File: src/rtl/timing_pkg.sv
// Shared encodings for the timing sequencer: mode bit, latched-code source and T-state numbers.
package timing_pkg;

    typedef enum logic {
        MODE_ADDRESS     = 1'b0,
        MODE_INSTRUCTION = 1'b1
    } mode_t;

    typedef enum logic [1:0] {
        INT_NONE = 2'b00,
        INT_IRQ  = 2'b01,
        INT_NMI  = 2'b10
    } int_src_t;

    localparam int T0 = 0;
    localparam int T1 = 1;
    localparam int T2 = 2;
    localparam int T3 = 3;
    localparam int T4 = 4;
    localparam int T5 = 5;
    localparam int T6 = 6;

endpackage

File: src/rtl/timing_sequencer_if.sv
// Decoder-side inputs and control-ROM-side outputs of the timing sequencer.
interface timing_sequencer_if #(
    parameter int INSTR_W = 6,
    parameter int ADDR_W  = 4,
    parameter int T_W     = 3
);
    logic               enable;
    logic               no_addressing;
    logic               end_addressing;
    logic               get_instruction;
    logic [INSTR_W-1:0] decoded_instruction;
    logic [ADDR_W-1:0]  decoded_address;
    logic               nmi_req;
    logic               irq_req;
    logic               irq_mask;
    logic [INSTR_W-1:0] current_instruction;
    logic [ADDR_W-1:0]  current_address;
    logic [T_W-1:0]     time_state;
    logic               mode;
    logic [1:0]         int_source;
    logic               nmi_ack;
    logic               irq_ack;
    logic               timeout;

    modport master (
        output enable, no_addressing, end_addressing, get_instruction,
        output decoded_instruction, decoded_address, nmi_req, irq_req, irq_mask,
        input  current_instruction, current_address, time_state, mode,
        input  int_source, nmi_ack, irq_ack, timeout
    );

    modport slave (
        input  enable, no_addressing, end_addressing, get_instruction,
        input  decoded_instruction, decoded_address, nmi_req, irq_req, irq_mask,
        output current_instruction, current_address, time_state, mode,
        output int_source, nmi_ack, irq_ack, timeout
    );
endinterface

File: src/rtl/timing_sequencer_int_arbiter.sv
// NMI edge capture, pending flag and NMI-over-IRQ selection for instruction fetch.
module int_arbiter
    import timing_pkg::*;
(
    input  logic     clk,
    input  logic     nrst,
    input  logic     enable,
    input  logic     fetch,
    input  logic     nmi_req,
    input  logic     irq_req,
    input  logic     irq_mask,
    output int_src_t sel,
    output logic     nmi_ack,
    output logic     irq_ack
);
    logic nmi_prev_reg;
    logic nmi_pending_reg;
    logic nmi_ack_reg;
    logic irq_ack_reg;
    logic nmi_edge;
    logic take_nmi;
    logic take_irq;

    assign nmi_edge = nmi_req & ~nmi_prev_reg;
    assign take_nmi = enable & fetch & nmi_pending_reg;
    assign take_irq = enable & fetch & ~nmi_pending_reg & irq_req & ~irq_mask;

    always_comb begin
        sel = INT_NONE;
        if (take_nmi)
            sel = INT_NMI;
        else if (take_irq)
            sel = INT_IRQ;
    end

    always_ff @(posedge clk) begin
        if (!nrst) begin
            nmi_prev_reg    <= 1'b0;
            nmi_pending_reg <= 1'b0;
            nmi_ack_reg     <= 1'b0;
            irq_ack_reg     <= 1'b0;
        end else begin
            nmi_prev_reg    <= nmi_req;
            // A fresh edge wins over the service clear so it is not lost.
            nmi_pending_reg <= nmi_edge | (nmi_pending_reg & ~take_nmi);
            nmi_ack_reg     <= take_nmi;
            irq_ack_reg     <= take_irq;
        end
    end

    assign nmi_ack = nmi_ack_reg;
    assign irq_ack = irq_ack_reg;
endmodule

File: src/rtl/timing_sequencer.sv
// ADDRESS/INSTRUCTION mode and T-state sequencer with instruction/addressing latch and interrupt injection.
module timing_sequencer
    import timing_pkg::*;
#(
    parameter int                 INSTR_W   = 6,
    parameter int                 ADDR_W    = 4,
    parameter int                 T_W       = 3,
    parameter int                 T_MAX     = T6,
    parameter logic [INSTR_W-1:0] NMI_INSTR = 6'd62,
    parameter logic [INSTR_W-1:0] IRQ_INSTR = 6'd63,
    parameter logic [ADDR_W-1:0]  INT_ADDR  = 4'd0
) (
    input  logic               clk,
    input  logic               nrst,
    timing_sequencer_if.slave  bus
);
    mode_t              mode_reg;
    logic [T_W-1:0]     time_state_reg;
    logic               timeout_reg;
    logic [INSTR_W-1:0] current_instruction_reg;
    logic [ADDR_W-1:0]  current_address_reg;
    int_src_t           int_source_reg;
    int_src_t           sel;

    int_arbiter u_int_arbiter (
        .clk      (clk),
        .nrst     (nrst),
        .enable   (bus.enable),
        .fetch    (bus.get_instruction),
        .nmi_req  (bus.nmi_req),
        .irq_req  (bus.irq_req),
        .irq_mask (bus.irq_mask),
        .sel      (sel),
        .nmi_ack  (bus.nmi_ack),
        .irq_ack  (bus.irq_ack)
    );

    always_ff @(posedge clk) begin
        if (!nrst) begin
            mode_reg                <= MODE_ADDRESS;
            time_state_reg          <= T_W'(T0);
            timeout_reg             <= 1'b0;
            current_instruction_reg <= '0;
            current_address_reg     <= '0;
            int_source_reg          <= INT_NONE;
        end else if (bus.enable) begin
            if (bus.end_addressing | bus.no_addressing) begin
                mode_reg       <= MODE_INSTRUCTION;
                time_state_reg <= T_W'(T0);
            end else if (bus.get_instruction) begin
                mode_reg       <= MODE_ADDRESS;
                time_state_reg <= T_W'(T0);
            end else if (time_state_reg < T_W'(T_MAX)) begin
                time_state_reg <= time_state_reg + 1'b1;
            end else begin
                timeout_reg <= 1'b1;
            end

            // The latch keys on get_instruction alone, even when end_addressing wins the mode transition.
            if (bus.get_instruction) begin
                int_source_reg <= sel;
                case (sel)
                    INT_NMI: begin
                        current_instruction_reg <= NMI_INSTR;
                        current_address_reg     <= INT_ADDR;
                    end
                    INT_IRQ: begin
                        current_instruction_reg <= IRQ_INSTR;
                        current_address_reg     <= INT_ADDR;
                    end
                    default: begin
                        current_instruction_reg <= bus.decoded_instruction;
                        current_address_reg     <= bus.decoded_address;
                    end
                endcase
            end
        end
    end

    assign bus.mode                = mode_reg;
    assign bus.time_state          = time_state_reg;
    assign bus.timeout             = timeout_reg;
    assign bus.current_instruction = current_instruction_reg;
    assign bus.current_address     = current_address_reg;
    assign bus.int_source          = int_source_reg;
endmodule

File: src/flat_wrapper.sv
// flat-port wrapper written by rule: the top's interface ports become plain ports
module timing_sequencer_flat import timing_pkg::*;
#(
    parameter int                 INSTR_W   = 6,
    parameter int                 ADDR_W    = 4,
    parameter int                 T_W       = 3,
    parameter int                 T_MAX     = T6,
    parameter logic [INSTR_W-1:0] NMI_INSTR = 6'd62,
    parameter logic [INSTR_W-1:0] IRQ_INSTR = 6'd63,
    parameter logic [ADDR_W-1:0]  INT_ADDR  = 4'd0
)
  (clk, nrst, bus_enable, bus_no_addressing, bus_end_addressing, bus_get_instruction, bus_decoded_instruction, bus_decoded_address, bus_nmi_req, bus_irq_req, bus_irq_mask, bus_current_instruction, bus_current_address, bus_time_state, bus_mode, bus_int_source, bus_nmi_ack, bus_irq_ack, bus_timeout);
  timing_sequencer_if #(.INSTR_W(INSTR_W), .ADDR_W(ADDR_W), .T_W(T_W)) bus_i ();
  input  logic clk;
  input  logic nrst;
  input wire logic [$bits(bus_i.enable)-1:0] bus_enable;
  input wire logic [$bits(bus_i.no_addressing)-1:0] bus_no_addressing;
  input wire logic [$bits(bus_i.end_addressing)-1:0] bus_end_addressing;
  input wire logic [$bits(bus_i.get_instruction)-1:0] bus_get_instruction;
  input wire logic [$bits(bus_i.decoded_instruction)-1:0] bus_decoded_instruction;
  input wire logic [$bits(bus_i.decoded_address)-1:0] bus_decoded_address;
  input wire logic [$bits(bus_i.nmi_req)-1:0] bus_nmi_req;
  input wire logic [$bits(bus_i.irq_req)-1:0] bus_irq_req;
  input wire logic [$bits(bus_i.irq_mask)-1:0] bus_irq_mask;
  output wire logic [$bits(bus_i.current_instruction)-1:0] bus_current_instruction;
  output wire logic [$bits(bus_i.current_address)-1:0] bus_current_address;
  output wire logic [$bits(bus_i.time_state)-1:0] bus_time_state;
  output wire logic [$bits(bus_i.mode)-1:0] bus_mode;
  output wire logic [$bits(bus_i.int_source)-1:0] bus_int_source;
  output wire logic [$bits(bus_i.nmi_ack)-1:0] bus_nmi_ack;
  output wire logic [$bits(bus_i.irq_ack)-1:0] bus_irq_ack;
  output wire logic [$bits(bus_i.timeout)-1:0] bus_timeout;
  assign bus_i.enable = bus_enable;
  assign bus_i.no_addressing = bus_no_addressing;
  assign bus_i.end_addressing = bus_end_addressing;
  assign bus_i.get_instruction = bus_get_instruction;
  assign bus_i.decoded_instruction = bus_decoded_instruction;
  assign bus_i.decoded_address = bus_decoded_address;
  assign bus_i.nmi_req = bus_nmi_req;
  assign bus_i.irq_req = bus_irq_req;
  assign bus_i.irq_mask = bus_irq_mask;
  assign bus_current_instruction = bus_i.current_instruction;
  assign bus_current_address = bus_i.current_address;
  assign bus_time_state = bus_i.time_state;
  assign bus_mode = bus_i.mode;
  assign bus_int_source = bus_i.int_source;
  assign bus_nmi_ack = bus_i.nmi_ack;
  assign bus_irq_ack = bus_i.irq_ack;
  assign bus_timeout = bus_i.timeout;
  timing_sequencer #(.INSTR_W(INSTR_W), .ADDR_W(ADDR_W), .T_W(T_W), .T_MAX(T_MAX), .NMI_INSTR(NMI_INSTR), .IRQ_INSTR(IRQ_INSTR), .INT_ADDR(INT_ADDR)) u_core (.clk(clk), .nrst(nrst), .bus(bus_i));
endmodule
File: config.mk
export PLATFORM = sky130hd
export DESIGN_NAME = timing_sequencer_flat
export DESIGN_NICKNAME = d
export VERILOG_FILES = /design/src/rtl/timing_pkg.sv /design/src/rtl/timing_sequencer_if.sv /design/src/rtl/timing_sequencer_int_arbiter.sv /design/src/rtl/timing_sequencer.sv /design/src/flat_wrapper.sv
export SDC_FILE = /design/constraint.sdc
export NUM_CORES = 1
export LEC_CHECK = 0
export BUFFER_PORTS_ARGS = -buffer_cell sky130_fd_sc_hd__buf_2
export CORE_ASPECT_RATIO = 1.25
export CORE_MARGIN = 4
export CORE_UTILIZATION = 39
export DETAILED_ROUTE_END_ITERATION = 16
export GPL_ROUTABILITY_DRIVEN = 0
export PLACE_DENSITY = 0.71
export SLEW_MARGIN = 20
export SYNTH_ARGS = -nofsm -noshare
export SYNTH_HDL_FRONTEND = slang
export SYNTH_SLANG_ARGS = --single-unit
File: constraint.sdc
create_clock -name clk -period 1.1 [get_ports clk]
set_input_delay 0.055 -clock clk [delete_from_list [all_inputs] [get_ports clk]]
set_output_delay 0.055 -clock clk [all_outputs]
set_load 0.01 [all_outputs]
Word-level counts from Yosys, hierarchy flattened
Index checks and enable logic that the tools add are counted.
{"block": "totals", "out_inout_bits": 19, "in_bits": 19, "ff_bits": 21, "elab_cells": 46}
{"block": "classes", "addsub": 1, "n_eq_ne": 2, "reduce_logical": 7, "magnitude_cmp": 1, "n_bitwise": 16, "mux": 9}
{"operator": "case mux 6 bit (2 select lines)", "n": 1}
{"operator": "2-to-1 mux 3 bit", "n": 3}
{"operator": "bitwise AND 1 bit", "n": 7}
{"operator": "NOT 1 bit", "n": 7}
{"operator": "AND reduction 2 bit", "n": 3}
{"operator": "2-to-1 mux 4 bit", "n": 1}
{"operator": "AND reduction 4 bit", "n": 1}
{"operator": "adder 3 x 1 -> 3 bit, second input constant", "n": 1}
{"operator": "< comparator 3 bit, second input constant", "n": 1}
{"operator": "2-to-1 mux 1 bit", "n": 3}
{"operator": "nonzero test 3 bit", "n": 1}
{"operator": "== test 2 x 1 -> 1 bit, second input constant", "n": 1}
{"operator": "== test 2 bit, second input constant", "n": 1}
{"operator": "2-to-1 mux 2 bit", "n": 1}
{"operator": "bitwise OR 1 bit", "n": 2}
{"operator": "nonzero test 2 bit", "n": 1}
{"operator": "OR reduction 2 bit", "n": 1}

Depth between registers and ports, before layout
{"block": "logic_depth", "word_depth": 9, "mapped_depth": 5, "ltp_nobuf": 4}

Hierarchy
From an unflattened synthesis, not the netlist that was laid out.
{"block": "hier_totals", "hier_cells": 95, "hier_area_um2": 930.9}
{"mod": "timing_sequencer", "area_per_inst_um2": 768.2, "instances": 1, "cells_each": 80, "seq_area_each_um2": 340.3}
{"mod": "int_arbiter", "area_per_inst_um2": 162.7, "instances": 1, "cells_each": 15, "seq_area_each_um2": 80.1}

Worst setup path after synthesis
OpenSTA, ideal clock, no wires.
{"block": "synth_timing", "kind": "flip-flop to flip-flop", "startpoint": "register u_core.u_int_arbiter.nmi_pending_reg", "endpoint": "register u_core.current_instruction_reg[1], in the netlist u_core.bus.current_instruction[1]", "path_buffers": 1, "setup_time_ns": 0.119, "synth_period_minus_slack_ns": 1.161, "slack_ns": -0.061, "required_ns": 0.981, "stages_incl_launch_ff": 4, "t_arrival_ns": 1.043, "path_cell_list": "dfxtp_1 -> or3_1 -> buf_2 -> o221a_1"}
{"block": "synth_via", "elab_chain_len": 8, "elab_cells_between_ends": 10, "cone_classes": "eq/ne: 2; mux: 3; bitwise: 5"}
{"item": "start: declaration", "line": "timing_sequencer_int_arbiter.sv:17", "text": "logic nmi_pending_reg;"}
{"item": "start signal: assignment", "line": "timing_sequencer_int_arbiter.sv:45", "text": "nmi_pending_reg <= nmi_edge | (nmi_pending_reg & ~take_nmi);"}
{"item": "NOT 1 bit", "line": "timing_sequencer_int_arbiter.sv:26", "text": "assign take_irq = enable & fetch & ~nmi_pending_reg & irq_req & ~irq_mask;"}
{"item": "bitwise AND 1 bit (3 in series)", "line": "timing_sequencer_int_arbiter.sv:26"}
{"item": "2-to-1 mux 1 bit", "line": "timing_sequencer_int_arbiter.sv:32", "text": "else if (take_irq)"}
{"item": "2-to-1 mux 2 bit *", "line": "timing_sequencer_int_arbiter.sv:30", "text": "if (take_nmi)"}
{"item": "== test 2 x 1 -> 1 bit or == test 2 bit (tied branches)", "line": "timing_sequencer.sv:62", "text": "case (sel)"}
{"item": "case mux 6 bit (2 select lines) *", "line": "timing_sequencer.sv:62"}
{"item": "end signal: assignment", "line": "timing_sequencer.sv:72", "text": "current_instruction_reg <= bus.decoded_instruction;"}
{"item": "end: declaration", "line": "timing_sequencer.sv:20", "text": "logic [INSTR_W-1:0] current_instruction_reg;"}
Mark *: on every way between the ends. The rest lies on a longest branch, timed or not.
A chain may end at the register's enable or synchronous reset.

Worst setup path in the final report
Ends and elaborated chain as after synthesis.

==> run metrics <==
status=finished clean; Post-Layout Cell Count=152; number of flip-flops under the largest register name=6; core area=around 0.002 sq mm; Avg WL per Cell=12.1 um; post-synth top area share=about 53%; critical path buffer and inverter count=0; length of routed met3 wiring=~130 um; Critical Path RT=about 1300 ps; register area share after synthesis=around 53%; Worst-Skew Late Latency=about 290 ps; Starting Density=~40%; Synth Instances=86; First-pass DRT Iterations=4; port bufs=37; Slew headroom=about four fifths; Area contributors post-synth=dfxtp_1, o221a_1, nand2_1; Die Area=0.00284 sq mm; Crit Path Category=reg -> reg; Yosys cell types=27; Post-route DRC=0; R2R setup slack=30 ps; Final Hold Viols=0; gr usage total=13.6%; syn nets=around 110; Post-Route Skew=6.88 ps; RSZ-0062 raised after global routing=true; number of diodes=0; worst-path fanout max=9; global route total overflow=0; fmax=934 MHz; CP max-delay cell=or3_4; Main synth FF type=dfxtp_1; Pwr Total=1.35 mW; first-pass GRT wire length=approximately 3200 um; Slew @ Worst Pin=318 ps; # H-tree levels=1; Tcrit/Tclk final=97.3%; largest net degree at the start of global routing=21; Max Root-Sink Buffers=2; Synth top cells by count=dfxtp_1, nand2_1, o21ai_0, a21oi_1, nand3_1; final setup fails=0; Rows=18; Critical Path, Cell by Cell=or3_4 > o221a_1; most frequent cell after synthesis=dfxtp_1; PD cells=~1200 mW/mm^2; Pleak=0.515 nW; setup ws final=slightly below 30 ps; Async SR Flop Fraction=0%; Max VDD drop=roughly 0.8 mV; Die X-Extent=slightly below 50 um; Sequential Area=around 420 sq um; max-slew violation count=0; top sig layer=met4; clk root buf=clkbuf_4; layout cells sized above 1=38.6%; Slowest Stage Delay on Critical Path=410 ps; CP Data Arrival Time=about 1300 ps; area of the multi-input gates=349 sq um; FILL cells=183; Worst setup SP type=register; top-level I/O count=38; max-cap viol count=0; TritonCTS clock tree=built; Clk pin slew, worst setup/hold paths=about 120 ps; dpl cell area=between 0.001 and 0.0015 sq mm; Syn Area/Cell=between 9 and 10 sq um; DP Worst Slack=-48.3 ps; CP top delay family=simple AND/OR/NAND/NOR gates; post-route ant nets=0; initial drt markers=4; Hold/Removal Path Class=in -> reg; Syn. warnings=0; initial antenna violation count=0; routed wl met2=about 840 um; dpl cells=about 140; Post-DP HPWL=1390 um; Yosys reg bits=21; Post-synth EDFFs=0; Post-Layout Inst Area=~0.0011 sq mm; vias in the first global route=around 780; Num CTS Buffers=3; Final min period=between 1000 and 1500 ps; DR vias=between 700 and 800; CTS sink cnt=21; synthesis-to-layout area growth=39.2%; Die Height=just under 60 um; Setup crit end kind=register; Fin Hold WS=about 16 ps; Final #Nets=about 150; Vias/cell=5.13; detailed-route wire length=1840 um; Cell Area, Synth=798 sq um; leading area contributor after synthesis=dfxtp_1; wl on met1=about 850 um
repair_timing:
action                                 in CTS  in global routing
endpoints found under the hold margin       6                  0
pin swaps                                   0                  1
setup endpoints to repair                   5                  2
gates resized for setup                     1                  1
setup buffers                               0                  0
hold buffers                                6                  0
logic make-up (layout without fill, tap and decap cells):
family                     count (synthesis)  after routing  synth area share (%)
and+or+nand+nor                           34             34                  21.6
buffers and inverters                      7             53                  4.23
adders and majority gates                  1              1                  1.57
DFF                                       21             21                  52.7
AOI/OAI and AO/OA                         23             23                  19.9
stage by stage:
stage                     setup TNS [ps]  utilization [%]
after floorplan                    -48.8                -
after global placement             -86.1             51.9
after detailed placement            -189             51.9
after CTS                              0             56.6
after global routing               -3.34             56.7
final                                  0             56.7
cell usage in the layout (no fill, tap or decap):
master	count
nor3_1	1
and3_1	1
a21boi_0	1
nand4_1	2
buf_4	5
o21ai_0	7
and2_1	2
dfxtp_2	2
o221a_1	5
clkbuf_4	3
buf_2	37
nor3_2	1
a21oi_1	6
dlygate4sd3_1	6
a31oi_1	1
ha_1	1
nand2_1	11
inv_1	1
nand2b_1	2
dfxtp_1	19
or3_1	1
a41oi_1	1
a211oi_1	1
o31ai_1	1
nor2_1	3
nand3_1	6
clkinv_2	1
nor2b_1	2
or3_4	1
nand2_2	1
per-layer routing:
metal  vias to the layer above  track usage [%]
li1                        399                -
met4                         0             4.62
met5                         -                0
met2                        28             23.5
met3                         2             2.78
met1                       351             16.8
final timing paths:
path	startpoint	endpoint	cells past startpoint
max	u_core.u_int_arbiter.nmi_pending_reg$_SDFF_PN0_	u_core.bus.current_instruction[1]$_SDFFE_PN0N_	2
min	bus_decoded_instruction[2]	u_core.bus.current_instruction[2]$_SDFFE_PN0N_	2
max reg2reg	u_core.u_int_arbiter.nmi_pending_reg$_SDFF_PN0_	u_core.bus.current_instruction[1]$_SDFFE_PN0N_	2
min reg2reg	u_core.bus.mode$_SDFFE_PN0P_	u_core.bus.mode$_SDFFE_PN0P_	2
where the power goes:
group / total [mW] / internal [mW] / switching (mW)
clock: 0.355 / 0.135 / 0.220
sequential: 0.808 / 0.793 / 0.0151
combinational: 0.190 / 0.0969 / 0.0933
cell type report:
cell class	instances	area share [%]
clock buffer	3	2.03
clock inverter	1	0.450
inverter	1	0.338
multi-input combinational	58	31.4
sequential	21	38.1
tap	20	2.25
timing repair buffer	48	25.5
No activity file was read; power rests on OpenSTA's default activity.
